==> config.mk <==
export PLATFORM = sky130hd
export DESIGN_NAME = llc_mem_bridge
export DESIGN_NICKNAME = d
export VERILOG_FILES = /design/src/rtl/llc_mem_bridge_pkg.sv /design/src/rtl/llc_mem_bridge_serdes.sv /design/src/rtl/llc_mem_bridge.sv
export SDC_FILE = /design/constraint.sdc
export NUM_CORES = 1
export LEC_CHECK = 0
export ABC_AREA = 1
export BUFFER_PORTS_ARGS = -buffer_cell sky130_fd_sc_hd__buf_2
export CORE_AREA = 4 4 180 182
export CTS_BUF_LIST = sky130_fd_sc_hd__clkbuf_16
export DETAILED_ROUTE_END_ITERATION = 10
export DIE_AREA = 0 0 184 186
export MAX_ROUTING_LAYER = met4
export PLACE_DENSITY = 0.61
export SKIP_CTS_REPAIR_TIMING = 1
export SLEW_MARGIN = 40
export SYNTH_ARGS = -nofsm -noshare
export SYNTH_HDL_FRONTEND = slang
export SYNTH_SLANG_ARGS = --single-unit
==> constraint.sdc <==
create_clock -name clk -period 2.9 [get_ports clk]
set_clock_uncertainty 0.05 [all_clocks]
set_input_delay 0.58 -clock clk [delete_from_list [all_inputs] [get_ports clk]]
set_output_delay 0.58 -clock clk [all_outputs]
set_load 0.005 [all_outputs]
==> src/rtl/llc_mem_bridge_pkg.sv <==
// Shared constants, types and bridge FSM state for the LLC-to-memory bridge.
// Default geometry: 128-bit lines carried as two 64-bit beats on a 32-bit byte-address bus.
package llc_mem_bridge_pkg;

  localparam int unsigned LLC_ADDR_BITS   = 32;
  localparam int unsigned LLC_LINE_BITS   = 128;
  localparam int unsigned LLC_WORD_BITS   = 64;
  localparam int unsigned LLC_OFFSET_BITS = 4;
  localparam int unsigned LLC_BEATS       = LLC_LINE_BITS / LLC_WORD_BITS;
  localparam int unsigned LLC_BEAT_BITS   = $clog2(LLC_BEATS);

  typedef logic [LLC_ADDR_BITS-LLC_OFFSET_BITS-1:0] line_addr_t;
  typedef logic [LLC_LINE_BITS-1:0]                 line_t;
  typedef logic [LLC_WORD_BITS-1:0]                 word_t;
  typedef logic                                     hprot_t;

  typedef enum logic [2:0] {
    IDLE,
    RD_CMD,
    RD_DATA,
    RD_RSP,
    WR_CMD,
    WR_DATA
  } llc_mem_bridge_state_t;

  function automatic logic [31:0] sat_inc32(input logic [31:0] v);
    return (v == '1) ? v : v + 32'd1;
  endfunction

  function automatic logic [15:0] sat_inc16(input logic [15:0] v);
    return (v == '1) ? v : v + 16'd1;
  endfunction

endpackage

==> src/rtl/llc_mem_bridge_serdes.sv <==
// Line register plus beat counter: inserts read beats into the line (beat 0 = LSBs)
// and presents the current beat's word for writeback serialisation.
module llc_mem_bridge_serdes
  import llc_mem_bridge_pkg::*;
#(
  parameter int unsigned LINE_BITS = LLC_LINE_BITS,
  parameter int unsigned WORD_BITS = LLC_WORD_BITS
) (
  input  logic                 clk,
  input  logic                 rst,
  input  logic                 load,
  input  logic [LINE_BITS-1:0] load_line,
  input  logic                 insert,
  input  logic [WORD_BITS-1:0] insert_word,
  input  logic                 advance,
  output logic [LINE_BITS-1:0] line,
  output logic [WORD_BITS-1:0] word,
  output logic                 last
);

  localparam int unsigned BEATS     = LINE_BITS / WORD_BITS;
  localparam int unsigned BEAT_BITS = $clog2(BEATS);

  logic [LINE_BITS-1:0] line_q;
  logic [BEAT_BITS-1:0] beat_q;

  always_ff @(posedge clk or negedge rst) begin
    if (!rst) begin
      line_q <= '0;
      beat_q <= '0;
    end else if (load) begin
      line_q <= load_line;
      beat_q <= '0;
    end else if (insert) begin
      for (int unsigned i = 0; i < BEATS; i++) begin
        if (beat_q == BEAT_BITS'(i)) line_q[i*WORD_BITS +: WORD_BITS] <= insert_word;
      end
      beat_q <= beat_q + BEAT_BITS'(1);
    end else if (advance) begin
      beat_q <= beat_q + BEAT_BITS'(1);
    end
  end

  always_comb begin
    word = '0;
    for (int unsigned i = 0; i < BEATS; i++) begin
      if (beat_q == BEAT_BITS'(i)) word = line_q[i*WORD_BITS +: WORD_BITS];
    end
  end

  assign line = line_q;
  assign last = (beat_q == BEAT_BITS'(BEATS - 1));

endmodule

==> src/rtl/llc_mem_bridge.sv <==
// LLC-to-memory bridge: one line-granular read or writeback in flight, serialised into word beats.
// Optional statistics outputs are built when LLC_MEM_BRIDGE_STATS_EN is defined.
module llc_mem_bridge
  import llc_mem_bridge_pkg::*;
#(
  parameter int unsigned ADDR_BITS   = LLC_ADDR_BITS,
  parameter int unsigned LINE_BITS   = LLC_LINE_BITS,
  parameter int unsigned WORD_BITS   = LLC_WORD_BITS,
  parameter int unsigned OFFSET_BITS = LLC_OFFSET_BITS
) (
  input  logic                            clk,
  input  logic                            rst,
  input  logic                            llc_mem_req_valid,
  output logic                            llc_mem_req_ready,
  input  logic                            llc_mem_req_hwrite,
  input  logic [ADDR_BITS-OFFSET_BITS-1:0] llc_mem_req_addr,
  input  logic                            llc_mem_req_hprot,
  input  logic [LINE_BITS-1:0]            llc_mem_req_line,
  output logic                            llc_mem_rsp_valid,
  input  logic                            llc_mem_rsp_ready,
  output logic [LINE_BITS-1:0]            llc_mem_rsp_line,
  output logic                            mem_cmd_valid,
  input  logic                            mem_cmd_ready,
  output logic                            mem_cmd_write,
  output logic [ADDR_BITS-1:0]            mem_cmd_addr,
  output logic                            mem_cmd_hprot,
  output logic [7:0]                      mem_cmd_len,
  output logic                            mem_wdata_valid,
  input  logic                            mem_wdata_ready,
  output logic [WORD_BITS-1:0]            mem_wdata,
  output logic                            mem_wdata_last,
  input  logic                            mem_rdata_valid,
  output logic                            mem_rdata_ready,
  input  logic [WORD_BITS-1:0]            mem_rdata
`ifdef LLC_MEM_BRIDGE_STATS_EN
  ,
  output logic [31:0]                     stat_rd_cnt,
  output logic [31:0]                     stat_wr_cnt,
  output logic [15:0]                     stat_rd_lat_max
`endif
);

  localparam int unsigned BEATS = LINE_BITS / WORD_BITS;

  llc_mem_bridge_state_t state_q, state_d;

  logic                             hwrite_q;
  logic                             hprot_q;
  logic [ADDR_BITS-OFFSET_BITS-1:0] addr_q;

  logic req_fire, rdata_fire, wdata_fire;
  logic sd_last;

  assign req_fire   = llc_mem_req_valid & llc_mem_req_ready;
  assign rdata_fire = mem_rdata_valid & mem_rdata_ready;
  assign wdata_fire = mem_wdata_valid & mem_wdata_ready;

  always_ff @(posedge clk or negedge rst) begin
    if (!rst) begin
      state_q  <= IDLE;
      hwrite_q <= 1'b0;
      hprot_q  <= 1'b0;
      addr_q   <= '0;
    end else begin
      state_q <= state_d;
      if (req_fire) begin
        hwrite_q <= llc_mem_req_hwrite;
        hprot_q  <= llc_mem_req_hprot;
        addr_q   <= llc_mem_req_addr;
      end
    end
  end

  // Ready is qualified by rst so nothing is offered while reset is asserted.
  always_comb begin
    state_d           = state_q;
    llc_mem_req_ready = 1'b0;
    mem_cmd_valid     = 1'b0;
    mem_wdata_valid   = 1'b0;
    mem_rdata_ready   = 1'b0;
    llc_mem_rsp_valid = 1'b0;
    unique case (state_q)
      IDLE: begin
        llc_mem_req_ready = rst;
        if (llc_mem_req_valid && rst) state_d = llc_mem_req_hwrite ? WR_CMD : RD_CMD;
      end
      RD_CMD: begin
        mem_cmd_valid = 1'b1;
        if (mem_cmd_ready) state_d = RD_DATA;
      end
      RD_DATA: begin
        mem_rdata_ready = 1'b1;
        if (mem_rdata_valid && sd_last) state_d = RD_RSP;
      end
      RD_RSP: begin
        llc_mem_rsp_valid = 1'b1;
        if (llc_mem_rsp_ready) state_d = IDLE;
      end
      WR_CMD: begin
        mem_cmd_valid = 1'b1;
        if (mem_cmd_ready) state_d = WR_DATA;
      end
      WR_DATA: begin
        mem_wdata_valid = 1'b1;
        if (mem_wdata_ready && sd_last) state_d = IDLE;
      end
      default: state_d = IDLE;
    endcase
  end

  llc_mem_bridge_serdes #(
    .LINE_BITS (LINE_BITS),
    .WORD_BITS (WORD_BITS)
  ) u_serdes (
    .clk         (clk),
    .rst         (rst),
    .load        (req_fire),
    .load_line   (llc_mem_req_line),
    .insert      (rdata_fire),
    .insert_word (mem_rdata),
    .advance     (wdata_fire),
    .line        (llc_mem_rsp_line),
    .word        (mem_wdata),
    .last        (sd_last)
  );

  assign mem_cmd_write  = hwrite_q;
  assign mem_cmd_addr   = {addr_q, {OFFSET_BITS{1'b0}}};
  assign mem_cmd_hprot  = hprot_q;
  assign mem_cmd_len    = 8'(BEATS - 1);
  assign mem_wdata_last = mem_wdata_valid & sd_last;

`ifdef LLC_MEM_BRIDGE_STATS_EN
  logic        rsp_fire;
  logic [15:0] lat_cnt;
  logic [15:0] lat_now;
  logic        in_read;

  assign rsp_fire = llc_mem_rsp_valid & llc_mem_rsp_ready;
  assign in_read  = (state_q == RD_CMD) || (state_q == RD_DATA) || (state_q == RD_RSP);
  // Latency counts clock edges from the accepting edge up to and including the rsp-fire edge.
  assign lat_now  = sat_inc16(lat_cnt);

  always_ff @(posedge clk or negedge rst) begin
    if (!rst) begin
      stat_rd_cnt     <= '0;
      stat_wr_cnt     <= '0;
      stat_rd_lat_max <= '0;
      lat_cnt         <= '0;
    end else begin
      if (req_fire) begin
        lat_cnt <= '0;
        if (llc_mem_req_hwrite) stat_wr_cnt <= sat_inc32(stat_wr_cnt);
        else                    stat_rd_cnt <= sat_inc32(stat_rd_cnt);
      end else if (in_read) begin
        lat_cnt <= lat_now;
      end
      if (rsp_fire && (lat_now > stat_rd_lat_max)) stat_rd_lat_max <= lat_now;
    end
  end
`endif

endmodule

==> impl_summary.txt, run 1 <==
----------------------------------------------------
[Logic synthesis]
  Share of synthesized cell area in full adder, half adder and majority cells ... 0
  Synthesized instance count ... 1,295
  Mux contribution to synthesized area ... 0
  Post-synthesis compound-gate area fraction ... 0.00588
  Synthesized-area fraction occupied by xor and xnor cells ... 0
  Synthesized-area fraction occupied by and/or/nand/nor cells ... 0.460
  Main combinational cell family by area after synthesis ... simple AND/OR/NAND/NOR gates
  Synthesis-stage register bit count ... 162
  Synth Warn # ... 0
  Total standard cell area after synthesis ... 0.00851 mm^2
  Average footprint of a synthesized cell ... 6.57 um^2
  Number of distinct standard cells referenced by the synthesized netlist ... 22
  Share of synthesized area occupied by flip-flops and latches ... 0.477

[Global routing]
  Global route total overflow ... 0
  Global Route Usage Sum ... 0.186
  Pin count of the biggest net entering global routing ... 158
  Initial antenna violation count ... 0
  Via count of the first global-routing pass ... 9,084
  Wire length of the first global-routing pass ... 49,200 um

[Timing]
  Max-slew violation count ... 0
  Unrepaired setup endpoints after global routing ... false
  Pin slew with the least headroom to its limit ... 728 ps
  Final Cycle Share ... 0.839
  Total negative slack for setup checks ... 0 ps
  Final setup violating endpoints ... 0
  Relative slew margins ... 0.514
  Post-layout min period ... 2430 ps
  Hold Vio Cnt, Final ... 0
  Peak Freq ... 411 MHz

[Route]
  Post-route antenna net violation count ... 0
  Violation count after the first detailed-route iteration ... 470
  Final routed DRC violation total ... 0
  DRT Wirelength ... 32,500 um
  Total number of vias ... 9,432
  TritonRoute pass-1 iters ... 5
  Via density per instance ... 4.44
  Final routed wire length divided by cell count ... 15.3 um

[Layout]
  Highest-count cells in the layout ignoring fill and taps ... nand2_1 (1,006), buf_2 (455), dfrtp_1 (161), clkbuf_16 (17), inv_1 (14)
  Fraction of layout cells with a size suffix above 1 ... 0.297
  Nets@finish ... 1,945
  Diode count ... 0
  Fill cells ... 3,300
  Synth-to-Final Area Change ... 37.1%
  Most common cell after layout, fill and taps aside ... nand2_1

[Floorplanning]
  Die Span Y ... 186 um
  Number of placement rows ... 64
  Number of top-level pins ... 469
  Core footprint ... 0.0306 mm^2
  Initial core utilization ... 0.278
  Die boundary width ... 184 um
  Die Outline Area ... 0.0342 mm^2

[Critical path]
  Arrival time of the worst setup path ... 1800 ps
  Type of destination of the critical path ... output port
  Required arrival time at the worst endpoint ... 2270 ps
  Largest fanout on the critical path ... 28
  Worst Path Class, Setup ... flop to output port
  Crit path launch type ... flop

[Clocking]
  Clock Tree Buf Depth ... 2
  Clock sinks ... 162
  CTS clk-pin slew, worst paths ... 70 ps
  Clock buffers created by TritonCTS ... 17
  Cell at the root of the clock tree ... clkbuf_16
  TritonCTS clock tree ... built
  Insertion delay to the later sink of the worst-skew pair ... 410 ps
  Number of levels the H-tree was split into ... 4

[Placed design]
  GPL Wtd Cong ... 0.888
  Buffers on Ports ... 456
  DP HPWL ... 24,000 um

[Pwr]
  Final Power ... 11.7 mW
  Leakage power ... 7.29 nW
  Max IR drop VDD ... 0.438 mV
  Power per Cell Area ... 1000 mW/mm^2

[Min path]
  Type of the tightest min-delay check ... input pin to async pin

[Run status]
  Run status ... completed

[Job]
  Number of violations of the max-capacitance limit ... 0

----------------------------------------------------
==> per-layer routing <==
| metal | routed length [um] | vias up | GRT usage |
|---|---|---|---|
| li1 | - | 4686 | - |
| met3 | 1850 | 44 | 0.0262 |
| met1 | 14000 | 4339 | 0.242 |
| met4 | 823 | 0 | 0.0600 |
| met5 | 0 | - | - |
| met2 | 15800 | 363 | 0.302 |
==> stage by stage <==
| step | cells | utilization | setup WS (ps) | instance area (um^2) | hold WS (ps) |
|---|---|---|---|---|---|
| finish | 2125 | 0.381 | 468 | 11700 | 80.0 |
| detailed placement | 2092 | 0.362 | 599 | 11100 | 403 |
| floorplan | 1305 | - | 941 | 8540 | 234 |
| global route | 2125 | 0.381 | 344 | 11700 | 71.5 |
| global placement | 2091 | 0.361 | 382 | 11100 | 399 |
| CTS | 2124 | 0.380 | 355 | 11600 | -48.5 |
==> final cells by class <==
cell class / count / area (um^2) / area share
clock buffers: 17 / 425 / 0.0365
flip-flops and latches: 162 / 4060 / 0.348
multi-input cells: 1048 / 4030 / 0.345
clock inverters: 15 / 136 / 0.0117
inverters: 14 / 52.6 / 0.00451
well taps: 396 / 495 / 0.0425
repair buffers: 473 / 2470 / 0.212
==> report_power, final <==
part           internal [mW]  switching [mW]  leakage, nW  total (mW)
clock network           1.19           0.987        0.276        2.18
registers               3.30           0.954         2.03        4.26
logic                   2.16            3.07         4.98        5.23
==> registers in the layout, summed over array words and instances (netlist names) <==
signal	count
mem_cmd_hprot	1
mem_cmd_write	1
u_serdes.last	1
u_serdes.line	128
addr_q	28
state_q	3
==> final timing paths <==
path / startpoint / end / slack, ps / depth (start not counted)
worst max register to register: state_q[0] / u_serdes.line[99] / 770 / 8
worst min register to register: addr_q[27] / addr_q[27] / 420 / 2
min in group clk: llc_mem_req_addr[14] / addr_q[14] / 310 / 3
worst max-delay path: u_serdes.last / mem_wdata[62] / 470 / 5
worst min-delay path: rst / addr_q[0] / 80 / 2
max in group asynchronous: rst / u_serdes.last / 1960 / 2
==> worst max-delay path, cell delays in order, from the launching register on <==
cell and delay [ps]:
dfrtp_2 410, inv_2 230, buf_4 410, nand2_1 90, nand2_1 110, buf_2 130
==> cell families (layout without fill, tap and decap cells) <==
logic type,count (synthesis),in the layout
simple gates,1029,1029
flops,162,162
buf+inv,95,519
compound gates,7,7
other cells,2,12
==> Yosys cell counts <==
cell type	count	area, um^2
a21oi_1	1	5.00
buf_1	12	45.0
buf_2	26	130
buf_4	25	188
clkbuf_1	18	67.6
conb_1	2	7.51
dfrtp_1	162	4050
inv_1	12	45.0
inv_2	2	7.51
nand2_1	1007	3780
nand2_2	1	6.26
nand3_1	9	45.0
nand4_1	2	12.5
nand4_2	1	12.5
nor2_1	4	15.0
nor2_2	1	6.26
nor2_4	2	22.5
nor3_1	1	5.00
nor4_1	1	6.26
o21ai_0	4	20.0
o21ai_2	1	8.76
o21ai_4	1	16.3
Power figures use the tool's default switching activity.
==> inputs of run 2 (changes only) <==
ABC_AREA = 0   (was 1)
CORE_AREA = 4 4 182 184   (was 4 4 180 182)
DIE_AREA = 0 0 186 188   (was 0 0 184 186)
clock period = 2.1 ns   (was 2.9 ns; I/O delays follow)
==> run 2 against run 1 <==
Compared with the run above:
- the flow now finishes with violations (negative setup slack)
- critical path depth fell by 1
- final area rose by 0.86%
- via count fell by 22%
- global-route usage fell by 3.2 points
- sequential share of layout area fell by 0.27 points
- first-iteration DRC count fell by 53%
- largest power group unchanged
==> impl_summary.txt, run 2 <==
----------------------------------------------------
[Run status]
  Run status ... complete, but fails checks
  Violations in the final reports ... negative setup slack

[Route]
  Via density per instance ... 4.54 (+2.4%)
  Final routed wire length divided by cell count ... 18.0 um (+17%)
  Total number of vias ... 7,356 (-22%)
  Final routed DRC violation total ... 0 (unchanged)
  Post-route antenna net violation count ... 0 (unchanged)
  TritonRoute pass-1 iters ... 4 (-1)
  DRT Wirelength ... 29,100 um (-10%)
  Violation count after the first detailed-route iteration ... 221 (-53%)

[Floorplanning]
  Die Outline Area ... 0.0350 mm^2 (+2.2%)
  Number of placement rows ... 65 (+1.6%)
  Initial core utilization ... 0.262 (-0.0160)
  Die Span Y ... 188 um (+1.1%)
  Number of top-level pins ... 469 (unchanged)
  Core footprint ... 0.0314 mm^2 (+2.6%)
  Die boundary width ... 186 um (+1.1%)

[Layout]
  Most common cell after layout, fill and taps aside ... buf_2
  Largest register FFs ... 128 (unchanged)
  Nets@finish ... 1,432 (-26%)
  Highest-count cells in the layout ignoring fill and taps ... buf_2 (455), dfrtp_1 (161), nand2_1 (131), mux2i_1 (128), mux2_2 (95)
  Fraction of layout cells with a size suffix above 1 ... 0.521 (+0.224)
  Synth-to-Final Area Change ... 42.9%
  Post-Route Utilization ... 0.375 (-0.00656)

[Logic synthesis]
  Share of synthesized area occupied by flip-flops and latches ... 0.493 (+0.0162)
  Total standard cell area after synthesis ... 0.00823 mm^2 (-3.3%)
  Library cell occupying the most area in the post-synthesis netlist ... dfrtp_1
  Average footprint of a synthesized cell ... 11.0 um^2 (+68%)
  Most common cell in the netlist ... dfrtp_1
  Share of the synthesized area in the top cell type ... 0.493 (+0.0162)
  Synth Warn # ... 0 (unchanged)
  Proportion of register bits with asynchronous set or reset after synthesis ... 1.00 (unchanged)
  Synth area leaders ... dfrtp_1 (49%), mux2i_1 (16%), mux2_2 (13%)
  Number of distinct standard cells referenced by the synthesized netlist ... 35 (+59%)
  Top post-synthesis cells by count ... dfrtp_1 (162), nand2_1 (131), mux2i_1 (128)
  Synthesized instance count ... 745 (-42%)
  Synthesis-stage register bit count ... 162 (unchanged)
  Most common flop cell mapped by yosys ... dfrtp_1
  Number of flops mapped to enable cells by yosys ... 0 (unchanged)

[Pwr]
  Final Power ... 16.8 mW (+44%)
  Max IR drop VDD ... 0.681 mV (+55%)
  Power per Cell Area ... 1430 mW/mm^2 (+43%)
  Leakage power ... 6.02 nW (-17%)

[Critical path]
  Type of destination of the critical path ... output port
  Slowest cell on the critical path ... dfrtp_4
  Startpoint of the most critical register-to-register path ... u_serdes.last
  Crit path launch type ... flop
  Required arrival time at the worst endpoint ... 1630 ps (-640 ps)
  Largest fanout on the critical path ... 9 (-68%)
  Crit. Startpoint ... u_serdes.last
  Worst Path Class, Setup ... flop to output port
  Arrival time of the worst setup path ... 1720 ps (-80 ps)
  Cells along the critical path ... buf_4 > buf_12 > mux2_2 > buf_2
  Stage delay of the slowest cell on the critical path ... 520 ps (+110 ps)

[Timing]
  Max-slew violation count ... 0 (unchanged)
  Hold Vio Cnt, Final ... 0 (unchanged)
  Pin slew with the least headroom to its limit ... 552 ps (-177 ps)
  Final Cycle Share ... 1.04
  Unrepaired setup endpoints after global routing ... true
  Peak Freq ... 457 MHz
  Smallest setup slack after layout ... -87.2 ps (-555 ps)
  Final setup violating endpoints ... 56 (+56)
  Post-layout min period ... 2190 ps
  Relative slew margins ... 0.632 (+0.118)

[Placed design]
  DP HPWL ... 21,300 um (-11%)
  Buffers on Ports ... 456 (unchanged)
  GPL Wtd Cong ... 0.841 (-5.3%)

[Clocking]
  Clock buffers created by TritonCTS ... 17 (unchanged)
  Clock sinks ... 162 (unchanged)
  Insertion delay to the later sink of the worst-skew pair ... 430 ps (+20 ps)
  TritonCTS clock tree ... built
  Cell at the root of the clock tree ... clkbuf_16
  Clock Tree Buf Depth ... 2 (unchanged)
  Number of levels the H-tree was split into ... 4 (unchanged)
  CTS clk-pin slew, worst paths ... 70 ps (about the same)

[Global routing]
  Global Route Usage Sum ... 0.154 (-0.0321)
  Pin count of the biggest net entering global routing ... 88 (-44%)
  Initial antenna violation count ... 1 (+1)
  Via count of the first global-routing pass ... 7,454 (-18%)
  Wire length of the first global-routing pass ... 41,300 um (-16%)
  Global route total overflow ... 0 (unchanged)

[Job]
  Number of violations of the max-capacitance limit ... 0 (unchanged)

[Min path]
  Startpoint of the worst hold path ... llc_mem_req_line[123]
  Type of the tightest min-delay check ... input pin to flop

----------------------------------------------------
==> run 2: area by class of cell <==
cell class | count | area [um^2]
Tap cell | 402 | 503
Fill cell | 3192 | 19600
Inverter | 2 | 7.51
Timing Repair Buffer | 497 | 2810
Antenna cell | 1 | 2.50
Clock inverter | 15 | 175
Sequential cell | 162 | 4060
Clock buffer | 17 | 425
Multi-Input combinational cell | 523 | 3780
==> run 2: worst paths after layout <==
path,cells past startpoint,to,slack [ps]
min reg2reg,1,addr_q[1],460
max reg2reg,7,u_serdes.line[26],40
min in group asynchronous,2,mem_cmd_write,340
max in group asynchronous,4,u_serdes.line[99],490
max,4,mem_wdata[23],-90
min,3,u_serdes.line[123],130
==> run 2: kinds of logic (layout without fill, tap and decap cells) <==
group / count (synthesis) / after routing / synth area share
mux: 223 / 223 / 0.286
flops: 162 / 162 / 0.493
simple gates: 150 / 150 / 0.0773
compound gates: 136 / 136 / 0.0861
buf+inv: 70 / 531 / 0.0551
other cells: 2 / 13 / 0.000913
xor+xnor: 2 / 2 / 0.00213
==> run 2: layer usage <==
metal  wire length [um]  GRT usage  up-vias  part of all wire
li1                   -          -     3505                 -
met1              12000      0.177     3510              0.41
met2              14800      0.263      313              0.51
met3               1920     0.0398       28             0.066
met4                417     0.0448        0             0.014
met5                  0          -        -                 0
==> run 2: critical path: cells and delay by family (launching register included) <==
family | cells | cell delay (ps)
mux | 1 | 310
buf+inv | 3 | 440
flops | 1 | 520
==> run 2: report_power, final <==
group          internal [mW]  switching, mW  leakage [nW]
registers               4.64           1.24          2.00
logic                   4.14           3.53          3.74
clock network           1.79           1.43         0.284
total                   10.6           6.20          6.02
==> run 2: per-stage QoR <==
step	setup WS (ps)	TNS (ps)	std cells	instance area (um^2)	hold slack, ps
after global routing	-144	-8150	1619	11800	104
after global placement	195	0	1571	10900	168
final	-87.2	-2990	1619	11800	130
after detailed placement	154	0	1572	11000	168
after floorplan	157	0	755	8260	74.4
after CTS	-160	-6530	1604	11600	-325
==> inputs of run 3 (changes only) <==
CORE_AREA = 4 4 178 180   (was 4 4 182 184)
DIE_AREA = 0 0 182 184   (was 0 0 186 188)
PLACE_DENSITY = 0.67   (was 0.61)
SYNTH_HIERARCHICAL = 1   (was unset)
==> run 3 against run 2 <==
Compared with the run above:
- the flow finishes with violations (negative hold slack, negative setup slack)
- count of clock-buffer cells in the layout stayed put
- sequential power hardly changed
- global-route usage up 3.9 points
- utilization rose by 6.0 points
- register-to-register slack better by 80 ps
- via count up 20%
- fmax shrank 0.40%
- routed wire length rose by 19%
- synthesized cell count rose by 14%
- worst setup slack got worse by 8.8 ps
- die area down 4.2%
- combinational power is 27% higher
- critical endpoint is now mem_wdata[42]
==> impl_summary.txt, run 3 <==
----------------------------------------------------
[Clocking]
  Clock buffers created by TritonCTS ... 17 (unchanged)
  Number of levels the H-tree was split into ... 4 (unchanged)
  Cell at the root of the clock tree ... clkbuf_16
  Clock sinks ... 162 (unchanged)
  Clock Tree Buf Depth ... 2 (unchanged)
  TritonCTS clock tree ... built
  Insertion delay to the later sink of the worst-skew pair ... 420 ps (about the same)
  CTS clk-pin slew, worst paths ... 80 ps (about the same)

[Logic synthesis]
  Total standard cell area after synthesis ... 0.00936 mm^2 (+14%)
  Synth area leaders ... dfrtp_1 (43%), mux2_2 (7.7%), a221o_1 (6.8%)
  Top post-synthesis cells by count ... dfrtp_1 (162), nand2_1 (66), inv_1 (65)
  Share of synthesized area occupied by flip-flops and latches ... 0.433 (-0.0597)
  Synthesis-stage register bit count ... 162 (unchanged)
  Library cell occupying the most area in the post-synthesis netlist ... dfrtp_1
  Most common cell in the netlist ... dfrtp_1
  Synth Warn # ... 6 (+6)
  Share of the synthesized area in the top cell type ... 0.433 (-0.0597)
  Average footprint of a synthesized cell ... 11.0 um^2 (-0.26%)
  Synthesized instance count ... 850 (+14%)
  Number of distinct standard cells referenced by the synthesized netlist ... 38 (+8.6%)
  Most common flop cell mapped by yosys ... dfrtp_1
  Number of flops mapped to enable cells by yosys ... 0 (unchanged)
  Proportion of register bits with asynchronous set or reset after synthesis ... 1.00 (unchanged)

[Pwr]
  Power per Cell Area ... 1440 mW/mm^2 (+1.2%)
  Max IR drop VDD ... 0.639 mV (-6.2%)
  Leakage power ... 6.33 nW (+5.2%)

[Global routing]
  Via count of the first global-routing pass ... 8,655 (+16%)
  Wire length of the first global-routing pass ... 50,100 um (+21%)
  Initial antenna violation count ... 2 (+1)
  Global Route Usage Sum ... 0.193 (+0.0389)
  Pin count of the biggest net entering global routing ... 92 (+4.5%)
  Global route total overflow ... 0 (unchanged)

[Critical path]
  Crit path launch type ... flop
  Arrival time of the worst setup path ... 1730 ps (about the same)
  Startpoint of the most critical register-to-register path ... state_q[1]
  Largest fanout on the critical path ... 10 (+1)
  Crit. Startpoint ... u_serdes/last
  Worst Path Class, Setup ... flop to output port
  Required arrival time at the worst endpoint ... 1630 ps (about the same)
  Type of destination of the critical path ... output port
  Depth of the worst register-to-register path ... 7 (unchanged)

[Placed design]
  DP HPWL ... 24,600 um (+16%)
  Buffers on Ports ... 456 (unchanged)
  Minimum setup slack after placement ... 64.3 ps (-89.2 ps)
  GPL Wtd Cong ... 0.865 (+2.9%)

[Timing]
  Post-route worst hold slack ... -17.2 ps (-148 ps)
  Max-slew violation count ... 0 (unchanged)
  Final setup violating endpoints ... 50 (-11%)
  Hold Vio Cnt, Final ... 12 (+12)
  Post-layout min period ... 2200 ps (+8.81 ps)
  Relative slew margins ... 0.628 (-0.00424)
  Final Cycle Share ... 1.05 (+0.00419)
  Unrepaired setup endpoints after global routing ... true
  Smallest setup slack after layout ... -96.0 ps (-8.81 ps)
  Peak Freq ... 455 MHz (-0.40%)
  Pin slew with the least headroom to its limit ... 558 ps (+6.36 ps)

[Run status]
  Violations in the final reports ... negative hold slack, negative setup slack
  Run status ... complete, but fails checks

[Route]
  Violation count after the first detailed-route iteration ... 448 (+100%)
  DRT Wirelength ... 34,500 um (+19%)
  TritonRoute pass-1 iters ... 4 (unchanged)
  Post-route antenna net violation count ... 0 (unchanged)
  Via density per instance ... 5.18 (+14%)
  Final routed wire length divided by cell count ... 20.2 um (+12%)
  Total number of vias ... 8,844 (+20%)
  Final routed DRC violation total ... 0 (unchanged)

[Layout]
  Highest-count cells in the layout ignoring fill and taps ... buf_2 (448), dfrtp_1 (161), nand2_1 (66)
  Largest register FFs ... 128 (unchanged)
  Nets@finish ... 1,527 (+6.6%)
  Post-Route Utilization ... 0.435 (+0.0604)
  Most common cell after layout, fill and taps aside ... buf_2
  Synth-to-Final Area Change ... 40.3%
  Fraction of layout cells with a size suffix above 1 ... 0.487 (-0.0347)

[Floorplanning]
  Core footprint ... 0.0302 mm^2 (-3.8%)
  Die Span Y ... 184 um (-2.1%)
  Number of placement rows ... 64 (-1.5%)
  Number of top-level pins ... 469 (unchanged)
  Initial core utilization ... 0.310 (+0.0480)
  Die boundary width ... 182 um (-2.2%)
  Die Outline Area ... 0.0335 mm^2 (-4.2%)

[Job]
  Number of violations of the max-capacitance limit ... 0 (unchanged)

[Min path]
  Type of the tightest min-delay check ... input pin to async pin

----------------------------------------------------
[run 3: cell types whose count changed after synthesis, moves of 53 or more]
cell and change:
a221o_1 +64, nand2_1 -65, nor4bb_1 +62, mux2i_1 -128
nor2b_1 +64, inv_1 +63, o21ai_1 -57, nand4b_1 +64
o21ai_0 -68, o311ai_1 +53
[run 3: cells by family (layout without fill, tap and decap cells)]
logic type / Yosys count / in the layout / synth area share
buf+inv: 176 / 627 / 0.103
xor+xnor: 1 / 1 / 0.000936
other cells: 2 / 13 / 0.000802
simple gates: 277 / 277 / 0.211
mux: 95 / 95 / 0.114
compound gates: 137 / 137 / 0.137
flops: 162 / 162 / 0.433
[run 3: worst max-delay path, cell delays in order, from the launching register on]
cell	delay, ps
dfrtp_4	450
buf_12	180
buf_16	150
mux2_2	370
buf_2	140
[run 3: final cells by class]
cell class | count | area, um^2
repair buffers | 529 | 3270
multi-input cells | 522 | 4430
well taps | 396 | 495
fillers | 2919 | 17100
flip-flops and latches | 162 | 4060
clock buffers | 17 | 425
diodes | 1 | 2.50
clock inverters | 15 | 170
inverters | 66 | 274
[run 3: where the power goes]
group / internal, mW / switching [mW] / leakage [nW] / total [mW]
combinational: 5.42 / 4.33 / 4.05 / 9.75
sequential: 4.65 / 1.26 / 1.99 / 5.91
clock: 1.80 / 1.50 / 0.290 / 3.29
[run 3: routing by layer]
layer,vias to the layer above,part of all wire,track usage,routed length (um)
li1,4087,-,-,-
met1,4387,0.42,0.248,14700
met2,337,0.50,0.316,17400
met3,33,0.058,0.0358,1990
met4,0,0.016,0.0486,537
met5,-,0,-,0
[run 3: worst paths after layout]
check                                      to  slack, ps
max                             mem_wdata[42]       -100
max in group asynchronous   u_serdes/line[90]       1250
min reg2reg                        addr_q[16]        440
max reg2reg                u_serdes/line[103]        120
min                        u_serdes/line[125]        -20
min in group clk                   addr_q[10]        150
[run 3: stage by stage]
stage	hold WS, ps	power, mW	setup TNS [ps]	area [um^2]	cells
CTS	10.0	18.3	-13480	12700	1690
global route	14.1	20.2	-6380	13100	1708
finish	-17.2	19.0	-2920	13100	1708
floorplan	74.4	10.8	0	9400	860
detailed placement	426	14.9	0	12100	1658
global placement	420	14.7	0	12100	1657
